[config.mk]
export PLATFORM = sky130hd
export DESIGN_NAME = sram_1rw_arbiter
export DESIGN_NICKNAME = d
export VERILOG_FILES = /design/src/rtl/sram_arb_pkg.sv /design/src/rtl/rr_arbiter.sv /design/src/rtl/sram_1rw_arbiter.sv
export SDC_FILE = /design/constraint.sdc
export NUM_CORES = 1
export LEC_CHECK = 0
export CORE_AREA = 2 2 510 512
export DETAILED_ROUTE_END_ITERATION = 10
export DIE_AREA = 0 0 512 514
export PLACE_DENSITY = 0.3
export REMOVE_ABC_BUFFERS = 1
export SYNTH_ARGS = -nofsm -noshare
export SYNTH_HDL_FRONTEND = slang
export SYNTH_SLANG_ARGS = --single-unit
[constraint.sdc]
create_clock -name clock -period 1.68 [get_ports clock]
set_input_delay 0.336 -clock clock [delete_from_list [all_inputs] [get_ports clock]]
set_output_delay 0.336 -clock clock [all_outputs]
set_load 0.005 [all_outputs]
[src/rtl/sram_arb_pkg.sv]
// rtl/sram_arb_pkg.sv - shared state encoding and SRAM geometry for the SRAM arbiter
package sram_arb_pkg;

  typedef enum logic [1:0] {
    ACTIVE = 2'd0,
    SLEEP  = 2'd1,
    WAKE   = 2'd2
  } arb_state_e;

  localparam int SRAM_AW = 8;
  localparam int SRAM_DW = 256;

endpackage

[src/rtl/rr_arbiter.sv]
// rtl/rr_arbiter.sv - round-robin one-hot grant with a last-granted pointer
module rr_arbiter #(
  parameter int N = 2
) (
  input  logic         clock,
  input  logic         resetn,
  input  logic [N-1:0] req,
  input  logic         update_en,
  output logic [N-1:0] grant
);

  localparam int PW = (N > 1) ? $clog2(N) : 1;

  logic [PW-1:0] ptr_q;
  logic [PW-1:0] cand;
  logic [PW-1:0] gnt_idx;
  logic          found;

  // Walk the ports starting just after the last winner, wrapping at N-1.
  always_comb begin
    grant   = '0;
    found   = 1'b0;
    gnt_idx = '0;
    cand    = ptr_q;
    for (int k = 0; k < N; k++) begin
      cand = (cand == PW'(N - 1)) ? '0 : cand + 1'b1;
      if (!found && req[cand]) begin
        found       = 1'b1;
        grant[cand] = 1'b1;
        gnt_idx     = cand;
      end
    end
  end

  always_ff @(posedge clock) begin
    if (!resetn) begin
      ptr_q <= PW'(N - 1);
    end else if (update_en && found) begin
      ptr_q <= gnt_idx;
    end
  end

endmodule

[src/rtl/sram_1rw_arbiter.sv]
// rtl/sram_1rw_arbiter.sv - shares one 1RW SRAM macro between ports with idle low-voltage control
module sram_1rw_arbiter
  import sram_arb_pkg::*;
#(
  parameter int NPORTS      = 2,
  parameter int IDLE_CYCLES = 64,
  parameter int WAKE_CYCLES = 4
) (
  input  logic                      clock,
  input  logic                      resetn,
  input  logic [NPORTS-1:0]         req_valid,
  output logic [NPORTS-1:0]         req_ready,
  input  logic [NPORTS-1:0]         req_write,
  input  logic [NPORTS*SRAM_AW-1:0] req_addr,
  input  logic [NPORTS*SRAM_DW-1:0] req_wdata,
  output logic [NPORTS-1:0]         rsp_valid,
  output logic [SRAM_DW-1:0]        rsp_rdata,
  output logic                      sram_valid,
  output logic                      sram_write,
  output logic [SRAM_AW-1:0]        sram_addr,
  output logic [SRAM_DW-1:0]        sram_wdata,
  input  logic [SRAM_DW-1:0]        sram_rdata,
  output logic                      sram_volt_sel,
  output logic                      busy
);

  localparam int IW = $clog2(IDLE_CYCLES + 1);
  localparam int WW = $clog2(WAKE_CYCLES + 1);

  arb_state_e        state_q, state_d;
  logic [IW-1:0]     idle_q, idle_d;
  logic [WW-1:0]     wake_q, wake_d;
  logic [NPORTS-1:0] arb_req;
  logic [NPORTS-1:0] grant;
  logic [NPORTS-1:0] rsp_pend_q;
  logic              any_valid;

  assign any_valid = |req_valid;
  assign arb_req   = (resetn && state_q == ACTIVE) ? req_valid : '0;

  rr_arbiter #(.N(NPORTS)) u_rr (
    .clock    (clock),
    .resetn   (resetn),
    .req      (arb_req),
    .update_en(resetn),
    .grant    (grant)
  );

  assign req_ready = grant;

  always_comb begin
    sram_valid = |grant;
    sram_write = 1'b0;
    sram_addr  = '0;
    sram_wdata = '0;
    for (int i = 0; i < NPORTS; i++) begin
      if (grant[i]) begin
        sram_write = req_write[i];
        sram_addr  = req_addr[i*SRAM_AW +: SRAM_AW];
        sram_wdata = req_wdata[i*SRAM_DW +: SRAM_DW];
      end
    end
  end

  // The macro returns read data one cycle after the access; the pending flag tracks the owner.
  always_ff @(posedge clock) begin
    if (!resetn) begin
      rsp_pend_q <= '0;
    end else begin
      rsp_pend_q <= grant & ~req_write;
    end
  end

  assign rsp_valid = resetn ? rsp_pend_q : '0;
  assign rsp_rdata = sram_rdata;

  always_comb begin
    state_d = state_q;
    idle_d  = idle_q;
    wake_d  = wake_q;
    case (state_q)
      ACTIVE: begin
        if (any_valid) begin
          idle_d = '0;
        end else if (idle_q == IW'(IDLE_CYCLES - 1)) begin
          state_d = SLEEP;
          idle_d  = '0;
        end else begin
          idle_d = idle_q + 1'b1;
        end
      end
      SLEEP: begin
        wake_d = '0;
        if (any_valid) begin
          state_d = WAKE;
        end
      end
      WAKE: begin
        if (wake_q == WW'(WAKE_CYCLES - 1)) begin
          state_d = ACTIVE;
          wake_d  = '0;
          idle_d  = '0;
        end else begin
          wake_d = wake_q + 1'b1;
        end
      end
      default: begin
        state_d = ACTIVE;
        idle_d  = '0;
        wake_d  = '0;
      end
    endcase
  end

  always_ff @(posedge clock) begin
    if (!resetn) begin
      state_q <= ACTIVE;
      idle_q  <= '0;
      wake_q  <= '0;
    end else begin
      state_q <= state_d;
      idle_q  <= idle_d;
      wake_q  <= wake_d;
    end
  end

  assign sram_volt_sel = resetn && (state_q == SLEEP);
  assign busy          = !resetn || !((state_q == SLEEP) && !any_valid);

endmodule

Word level (Yosys, flattened, before mapping)
Cells that the tools add are included.
{"block": "totals", "elab_cells": 77, "regBits": 15, "in_bits": 790, "output_inout_bits": 528}
{"block": "op_classes", "bitwise": 4, "add_sub_neg": 4, "eq_ne": 8, "n_reduce_logical": 17, "n_mux": 35, "order_cmp": 4}
{"operator": "256-bit 2-to-1 mux", "n": 2}
{"operator": "7-bit 2-to-1 mux", "n": 3}
{"operator": "7-bit one-hot mux with 3 select lines", "n": 1}
{"operator": "2-bit 2-to-1 mux", "n": 8}
{"operator": "8-bit 2-to-1 mux", "n": 2}
{"operator": "1-bit 2-to-1 mux", "n": 14}
{"operator": "7-bit by 1-bit adder with 7-bit output (second input constant)", "n": 1}
{"operator": "7-bit by 6-bit equality test with 1-bit output (second input constant)", "n": 1}
{"operator": "1-bit logical AND", "n": 7}
{"operator": "2-bit != test (second input constant)", "n": 3}
{"operator": "2-bit one-hot mux with 3 select lines", "n": 1}
{"operator": "3-bit one-hot mux with 2 select lines", "n": 1}
{"operator": "1-bit logical NOT", "n": 4}
{"operator": "1-bit by 2-bit < comparator with 1-bit output (second input constant)", "n": 2}
{"operator": "4-bit AND reduction", "n": 1}
{"operator": "2-bit OR reduction", "n": 2}
{"operator": "3-bit by 1-bit adder with 3-bit output (second input constant)", "n": 1}
{"operator": "3-bit by 2-bit equality test with 1-bit output (second input constant)", "n": 1}
{"operator": "3-bit 2-to-1 mux", "n": 1}
{"operator": "1-bit adder (second input constant)", "n": 2}
{"operator": "2-bit AND", "n": 1}
{"operator": "1-bit demux with 1-bit select", "n": 2}
{"operator": "2-bit by 1-bit equality test with 1-bit output (second input constant)", "n": 1}
{"operator": "2-bit equality test (second input constant)", "n": 1}
{"operator": "8 further kinds", "n": 9}

Depth between registers and ports, before layout
Gate-level depths: netlist (run 1).
{"block": "logic_depth", "ltp_word": 12, "mapped_depth": 6, "mapped_depth_nobuf": 5}

Hierarchy
Synthesis (run 1) repeated with hierarchy kept, for this count alone.
{"block": "unflattened", "cells_unflattened": 669, "hier_area_um2": 5223.8}
{"module": "sram_1rw_arbiter", "instances": 1, "area_each_um2": 5165.0, "seq_area_each_um2": 280.3, "cells_each": 662}
{"module": "rr_arbiter", "instances": 1, "area_each_um2": 58.8, "seq_area_each_um2": 20.0, "cells_each": 7}

Least setup slack after synthesis (run 1)
OpenSTA, ideal clock, no wires.
{"block": "synth_timing", "path_kind": "input to output", "startpoint": "input port resetn", "endpoint": "output port sram_wdata[100]", "n_path_buf": 3, "path_slack_ns": 0.055, "cell_stages": 6, "t_required_ns": 1.344, "t_arrival_ns": 1.289, "path_cell_list": "nor3b_2 and3_1 buf_4 buf_8 buf_6 a22o_1"}
{"block": "synth_between", "elab_chain_cells": 10, "elab_cells_between_ends": 14, "cone_classes": "mux: 10; bitwise: 1; reduce/logical: 3"}
{"item": "from (decl)", "line_no": "sram_1rw_arbiter.sv:10", "source": "input logic resetn,"}
{"item": "1-bit logical AND *", "line_no": "sram_1rw_arbiter.sv:39", "source": "assign arb_req = (resetn && state_q == ACTIVE) ? req_valid : '0;"}
{"item": "2-bit 2-to-1 mux *", "line_no": "sram_1rw_arbiter.sv:39"}
{"item": "1-bit 2-to-1 mux (not written as such) (2 in series)", "line_no": "rr_arbiter.sv:27", "source": "if (!found && req[cand]) begin"}
{"item": "1-bit 2-to-1 mux", "line_no": "rr_arbiter.sv:27"}
{"item": "1-bit logical NOT", "line_no": "rr_arbiter.sv:27"}
{"item": "1-bit logical AND", "line_no": "rr_arbiter.sv:27"}
{"item": "2-bit 2-to-1 mux *", "line_no": "rr_arbiter.sv:27"}
{"item": "256-bit 2-to-1 mux", "line_no": "sram_1rw_arbiter.sv:57", "source": "if (grant[i]) begin"}
{"item": "256-bit 2-to-1 mux *", "line_no": "sram_1rw_arbiter.sv:57"}
{"item": "to (decl)", "line_no": "sram_1rw_arbiter.sv:21", "source": "output logic [SRAM_DW-1:0] sram_wdata,"}
Every way passes the cells marked *; elsewhere a longest branch is shown, timed or not. The select of a mux whose other input is x is not followed.

Final worst setup path (run 1)
{"block": "layout_timing", "startpoint": "register state_q[0]", "endpoint": "output port sram_wdata[225]"}
{"block": "layout_between", "elab_chain_cells": 11, "elab_cells_between_ends": 15, "cone_classes": "mux: 10; bitwise: 1; reduce/logical: 4"}
{"item": "from (decl)", "line_no": "sram_1rw_arbiter.sv:30", "source": "arb_state_e state_q, state_d;"}
{"item": "from (signal assigned)", "line_no": "sram_1rw_arbiter.sv:121", "source": "state_q <= state_d;"}
{"item": "2-bit logical NOT *", "line_no": "sram_1rw_arbiter.sv:39"}
{"item": "1-bit logical AND *", "line_no": "sram_1rw_arbiter.sv:39"}
{"item": "2-bit 2-to-1 mux *", "line_no": "sram_1rw_arbiter.sv:39"}
{"item": "1-bit 2-to-1 mux (not written as such) (2 in series)", "line_no": "rr_arbiter.sv:27"}
{"item": "1-bit 2-to-1 mux", "line_no": "rr_arbiter.sv:27"}
{"item": "1-bit logical NOT", "line_no": "rr_arbiter.sv:27"}
{"item": "1-bit logical AND", "line_no": "rr_arbiter.sv:27"}
{"item": "2-bit 2-to-1 mux *", "line_no": "rr_arbiter.sv:27"}
{"item": "256-bit 2-to-1 mux", "line_no": "sram_1rw_arbiter.sv:57"}
{"item": "256-bit 2-to-1 mux *", "line_no": "sram_1rw_arbiter.sv:57"}
Marked as above.

==> metrics.cfg, run 1 <==
[logic_synthesis]
async_flop_share_pct=0
synth_seq_cells=15
syn_inst=668
synth_flop_cell=dfxtp_1
syn_area_sq_um=5510
yosysWarnings=0
ys_seq_area_share_pct=5.45
syn_avg_cell_area_sq_um=8.25
synth_cell_types=35
synth_edf_count=0

[setup_path]
reg2reg_from=state_q[1]
crit_chain=nor3b_4 > buf_6 > and3_4 > buf_12 > buf_16 > buf_6 > a22o_1 > clkdlybuf4s50_1
critPathRequiredTime_ns=1.34
max_stage_delay_ns=0.51
reg2reg_setup_slack_ns=0.09
worstSetupStartpointType=register
slowest_stage=clkdlybuf4s50_1
r2r_end=idle_q[5]
reg2reg_depth=5
cp.arrival_ns=2.26
end_kind=primary output
criticalPathCategory=reg -> out
critPathMaxFanout=9
cp_common_cell=buf_6

[place]
io_buffers=805
gp_congestion=1.03
dp_hpwl_mm=245
dp_slack_ns=-1.68
place_area_sq_um=17600
dp.cells=4616

[status]
status=finished with violations
violations=setup timing

[die]
core_area_sq_um=258000
die-height_microns=514
rows=187
start_util_pct=2.14
die_area_sq_um=263000
die_width_microns=512
ios=1318

[timing]
hold_viol_final=0
finalCriticalPeriod_ns=2.60
finalCritPeriodShare_pct=155
final.setup.tns_ns=-206.80
rsz0062_at_grt=yes
maxSlewViolCount=0
max_freq_mhz=385
slew_headroom_pct=78.6
setup_viol=270
worst_slack_ns=-0.921
skew_ns=0.00214
tightest_slew_ns=0.320

[clock_network]
numCtsBuffers=3
cts.clk_slew.worst_paths_ns=0.05
tritoncts=built
clockBufferDepth=2
clk_latency_ns=0.26
clock-sinks=15
cts_max_level=1
cts-root-buf=clkbuf_16

[job]
drv_cap=0

[worst_hold_path]
hold_depth=2
min-delay-start=idle_q[6]
holdPathEnd=idle_q[6]
hold_class=reg -> reg

[final_layout]
fillers=29900
register_area_sq_um=305
final_cell_area_sq_um=20800
finalNonFillerCells=4728
multiInputGateArea_sq_um=4140
layout_commonest_cell=clkdlybuf4s50_1
final_cell_mix=clkdlybuf4s50_1, buf_12, a22o_4, a22o_1, buf_2
layout.nets=2112
syn2layout_area_growth_pct=278
layout-drive-gt1-share_pct=44.1

[global_route]
grt_util_all_layers_pct=19.6
grt_max_degree=27
grt_pass1_wl_mm=290
grt_pass1_vias=9774
antenna_found_initial=175
gr-total-overflow=0

[drt]
detail_route.iter0.violations=1201
finalWirelength_mm=269
wire_per_inst_microns=56.8
via_per_inst=2.40
vias=11400
antenna_left=0
drcViolationCount=0
firstDrtPassIters=5

[power_and_ir_drop]
seq_power_share_pct=5.3
internal_power_w=0.00415
ir_worst_vdd_v=0.000262
powerDensity_nw_per_um2=332
power.leakage_nw=7.39
comb_power_share_pct=87.7
power.switching_w=0.00277
pwr-share-clk_pct=7.0
swShare_pct=40.0
finalPower_w=0.00692

[layer usage]
layer	track usage (%)	vias up	wire length, microns
met2	24.4	2289	94000
met5	17.5	-	6650
li1	-	3611	-
met1	16.8	5044	82600
met4	2.59	62	5260
met3	28.3	356	80100
[synth_stat cells, drive strengths merged (2+ instances only)]
master,number,share of area [%]
nand2,10,0.68
and2,5,0.57
ha,2,0.45
nand2b,3,0.34
nor2,4,0.27
o31ai,2,0.27
a21oi,6,0.54
a22oi,2,0.27
inv,5,0.34
or4,2,0.27
dfxtp,15,5.4
o22ai,2,0.23
nor2b,4,0.45
or2b,2,0.30
nand3,5,0.45
a211oi,2,0.27
clkbuf,8,0.95
o21ai,4,0.43
buf,310,44
a22o,265,42
and3,2,0.23
[through the flow]
step / utilization (%) / hold WS (ns)
after floorplan: - / 0.408
after global placement: 6.82 / 0.419
after detailed placement: 6.82 / 0.426
after CTS: 7.67 / 0.433
after global routing: 8.06 / 0.464
final: 8.06 / 0.428
[sequential cells by signal, indices dropped and copies added, names as in the netlist, named ones only]
signal / count
wake_q: 3
idle_q: 7
state_q: 2
rsp_pend_q: 2
[worst max-delay path by stage]
stage	end	from	depth (start not counted)	slack, ns
final	sram_wdata[225]	state_q[0]	8	-0.92
after detailed placement	sram_wdata[123]	resetn	8	-1.68
after CTS	sram_wdata[214]	state_q[0]	8	-0.96
after global placement	sram_wdata[123]	resetn	8	-1.71
after floorplan	sram_addr[0]	state_q[1]	3	-4.48
after global routing	sram_addr[5]	state_q[0]	10	-0.98
[cells by family after synthesis]
group	Yosys count	synth area share, %
buf+inv	323	45.2
compound gates	284	44.3
simple gates	42	4.27
flops	15	5.45
fa+ha+maj	2	0.454
xor+xnor	1	0.159
mux	1	0.204
[critical path: cells and delay by family, from the launching register on]
family | cells | cell delay (ns)
buf+inv | 5 | 1.08
simple gates | 2 | 0.40
compound gates | 1 | 0.16
flops | 1 | 0.33
[repair_timing]
item	CTS	global route
gates cloned	22	15
buffers inserted	45	38
resized for setup	422	217
endpoints found under the setup margin	278	274
hold buffers	0	0
pin swaps	58	100
[final cells by class]
| cell class | count | share of cell area, % |
|---|---|---|
| Timing Repair Buffer | 965 | 57.6 |
| Multi-Input combinational cell | 330 | 19.9 |
| Antenna cell | 7 | 0.0842 |
| Tap cell | 3402 | 20.5 |
| Inverter | 5 | 0.0902 |
| Clock buffer | 4 | 0.379 |
| Sequential cell | 15 | 1.47 |
[power by group through the flow]
| stage | Combinational [W] | Sequential (W) | Clock, W |
|---|---|---|---|
| after global routing | 0.00642 | 0.000367 | 0.000509 |
| after CTS | 0.00591 | 0.000366 | 0.000494 |
| after detailed placement | 0.00516 | 0.000373 | 0 |
| after floorplan | 0.000751 | 0.000371 | 0 |
| final | 0.00607 | 0.000366 | 0.000482 |
| after global placement | 0.00520 | 0.000373 | 0 |
(Power assumes the default switching activity.)
==> run 2, diff against run 1 <==
GPL_TIMING_DRIVEN = 0   (was default)
SLEW_MARGIN = 20   (was default)
==> run 2 against run 1 <==
Net effect: the flow still finishes with violations (setup timing); total power decreased by 8.8%; via count increased by 2.5%; final cell count rose by 1.1%; largest cell class unchanged; setup slack got worse by 0.28 ns; sequential share of layout area is 0.15 points higher; die area unchanged; core utilization down 0.66 points.
==> metrics.cfg, run 2 (same netlist as run 1, synthesis figures left out) <==
[status]
status=finished with violations
violations=setup timing

[final_layout]
layout_commonest_cell=clkdlybuf4s50_1
fillers=30200  ; +0.88%
reg.largest.list=idle_q x7, wake_q x3
layout-drive-gt1-share_pct=37.3  ; -6.8 points
fin_util_pct=7.40  ; -0.66 points
top_register=idle_q
final_cell_mix=clkdlybuf4s50_1, a22o_1, buf_6, buf_4, a22o_4
layout.nets=2149  ; +1.8%
largest_reg_flops=7  ; unchanged
register_area_sq_um=309  ; +1.2%
syn2layout_area_growth_pct=247
multiInputGateArea_sq_um=3320  ; -20%
finalNonFillerCells=4781  ; +1.1%

[die]
die-height_microns=514  ; unchanged
rows=187  ; unchanged
die_area_sq_um=263000  ; unchanged
die_width_microns=512  ; unchanged
core_area_sq_um=258000  ; unchanged
start_util_pct=2.14  ; unchanged
ios=1318  ; unchanged

[timing]
maxSlewViolCount=0  ; unchanged
slew_headroom_pct=53.4  ; -25 points
skew_ns=0.00406  ; +0.00192 ns
setup_viol=270  ; unchanged
finalCriticalPeriod_ns=2.88  ; +0.281 ns
tightest_slew_ns=0.693  ; +0.373 ns
hold_viol_final=0  ; unchanged
worst_slack_ns=-1.20  ; -0.281 ns
finalCritPeriodShare_pct=172  ; +17 points
max_freq_mhz=347  ; -9.8%
rsz0062_at_grt=yes
whs_ns=0.392  ; -0.0366 ns

[setup_path]
r2r_end=idle_q[6]
critPathRequiredTime_ns=1.34  ; about the same
cp.arrival_ns=2.55  ; +0.29 ns
end_kind=primary output
reg2reg_depth=4  ; -1
endpoint=sram_wdata[134]
reg2reg_setup_slack_ns=0.09  ; about the same
criticalPathCategory=reg -> out
reg2reg_from=state_q[1]
critPathMaxFanout=6  ; -3
worstSetupStartpointType=register

[global_route]
grt_max_degree=36  ; +33%
use_met1_pct=16.5  ; -0.28 points
grt_use_met3_pct=28.8  ; +0.58 points
grt_pass1_wl_mm=291  ; +0.63%
grt_util_all_layers_pct=19.7  ; +0.15 points
met2_usage_pct=24.5  ; +0.10 points
gr-total-overflow=0  ; unchanged
grt_pass1_vias=9632  ; -1.5%
grt.busiest_layer=met3
antenna_found_initial=184  ; +5.1%

[clock_network]
clockBufferDepth=2  ; unchanged
clk_latency_ns=0.27  ; about the same
tritoncts=built
numCtsBuffers=3  ; unchanged
clock-sinks=15  ; unchanged
cts-root-buf=clkbuf_16
cts_max_level=1  ; unchanged
cts.clk_slew.worst_paths_ns=0.06  ; about the same

[power_and_ir_drop]
pwr-share-clk_pct=8.3  ; +1.3 points
swShare_pct=42.2  ; +2.2 points
seq_power_share_pct=5.7  ; +0.4 points
powerDensity_nw_per_um2=330  ; -0.61%
internal_power_w=0.00365  ; -12%
power.leakage_nw=6.94  ; -6.1%
comb_power_share_pct=86.0  ; -1.7 points
power.switching_w=0.00267  ; -3.6%
ir_worst_vdd_v=0.000267  ; +2.0%

[worst_hold_path]
hold_class=in -> reg

[drt]
finalWirelength_mm=271  ; +0.79%
detail_route.iter0.violations=1092  ; -9.1%
vias=11600  ; +2.5%
drcViolationCount=0  ; unchanged
via_per_inst=2.44  ; +1.3%
wire_per_inst_microns=56.6  ; -0.32%
firstDrtPassIters=5  ; unchanged
antenna_left=0  ; unchanged

[place]
io_buffers=805  ; unchanged
dp_hpwl_mm=240  ; -1.9%
dp_slack_ns=-3.03  ; -1.35 ns
gp_congestion=1.03  ; about the same
dp.cells=4567  ; -1.1%

[job]
drv_cap=0  ; unchanged

run 2: cell types whose count changed in the layout (fill, tap and decap cells not counted), moves of 16 or more:
cell / previous run / this run
buf_4: 34 / 91
buf_12: 191 / 60
buf_8: 23 / 39
buf_6: 44 / 139
buf_2: 60 / 34
a22o_4: 157 / 61
clkbuf_2: 10 / 29
a22o_1: 108 / 204
dlymetal6s2s_1: 5 / 21
diode_2: 7 / 23
run 2: per-stage QoR:
stage | setup TNS, ns | total power [W] | instance area (sq um)
finish | -217.93 | 0.00631 | 19100
global route | -240.21 | 0.00669 | 19100
CTS | -290.44 | 0.00618 | 18000
detailed placement | -652.33 | 0.00466 | 15600
global placement | -2907.44 | 0.00481 | 15400
floorplan | -1202.54 | 0.00112 | 3040
run 2: worst min path at each step:
| stage | from | to | slack [ns] | cells past startpoint |
|---|---|---|---|---|
| after global routing | resetn | register | 0.42 | 2 |
| final | resetn | register | 0.39 | 2 |
| after detailed placement | idle_q[6] | idle_q[6] | 0.43 | 2 |
| after floorplan | req_write[0] | rsp_pend_q[0] | 0.41 | 1 |
| after CTS | resetn | register | 0.38 | 2 |
| after global placement | idle_q[6] | idle_q[6] | 0.44 | 2 |
run 2: cell type report:
class	instances	area share, %
clock inverters	1	0.0393
well taps	3402	22.3
clock buffers	3	0.393
multi-input cells	333	17.4
inverters	5	0.0982
flip-flops and latches	15	1.62
diodes	23	0.301
repair buffers	999	57.9
run 2: worst max-delay path, cell delays in order (launching register included):
cell and delay [ns]:
dfxtp_2 0.33, nand2b_4 0.13, and3_4 0.20, buf_16 0.13, buf_16 0.14, buf_16 0.17
buf_12 0.15, buf_12 0.12, buf_16 0.12, buf_6 0.11, buf_6 0.11, buf_6 0.11
a22o_4 0.25, buf_12 0.15
run 2: what timing repair did:
| action | CTS | global route |
|---|---|---|
| resized for setup | 923 | 663 |
| pin swaps | 57 | 77 |
| endpoints found under the setup margin | 279 | 273 |
| setup buffers | 71 | 90 |
| hold buffers | 0 | 0 |
| gates cloned | 30 | 10 |
run 2: metal layers:
layer | vias to the layer above | part of all wire [%]
li1 | 3699 | -
met1 | 5169 | 30
met2 | 2317 | 35
met3 | 388 | 30
met4 | 70 | 2.2
met5 | - | 2.4
run 2: power groups by stage:
stage                     registers, W  logic [W]  clock network, W
after detailed placement      0.000371    0.00429                 0
after floorplan               0.000371   0.000751                 0
after global placement        0.000371    0.00443                 0
after CTS                     0.000361    0.00528          0.000542
final                         0.000361    0.00543          0.000523
after global routing          0.000361    0.00578          0.000553
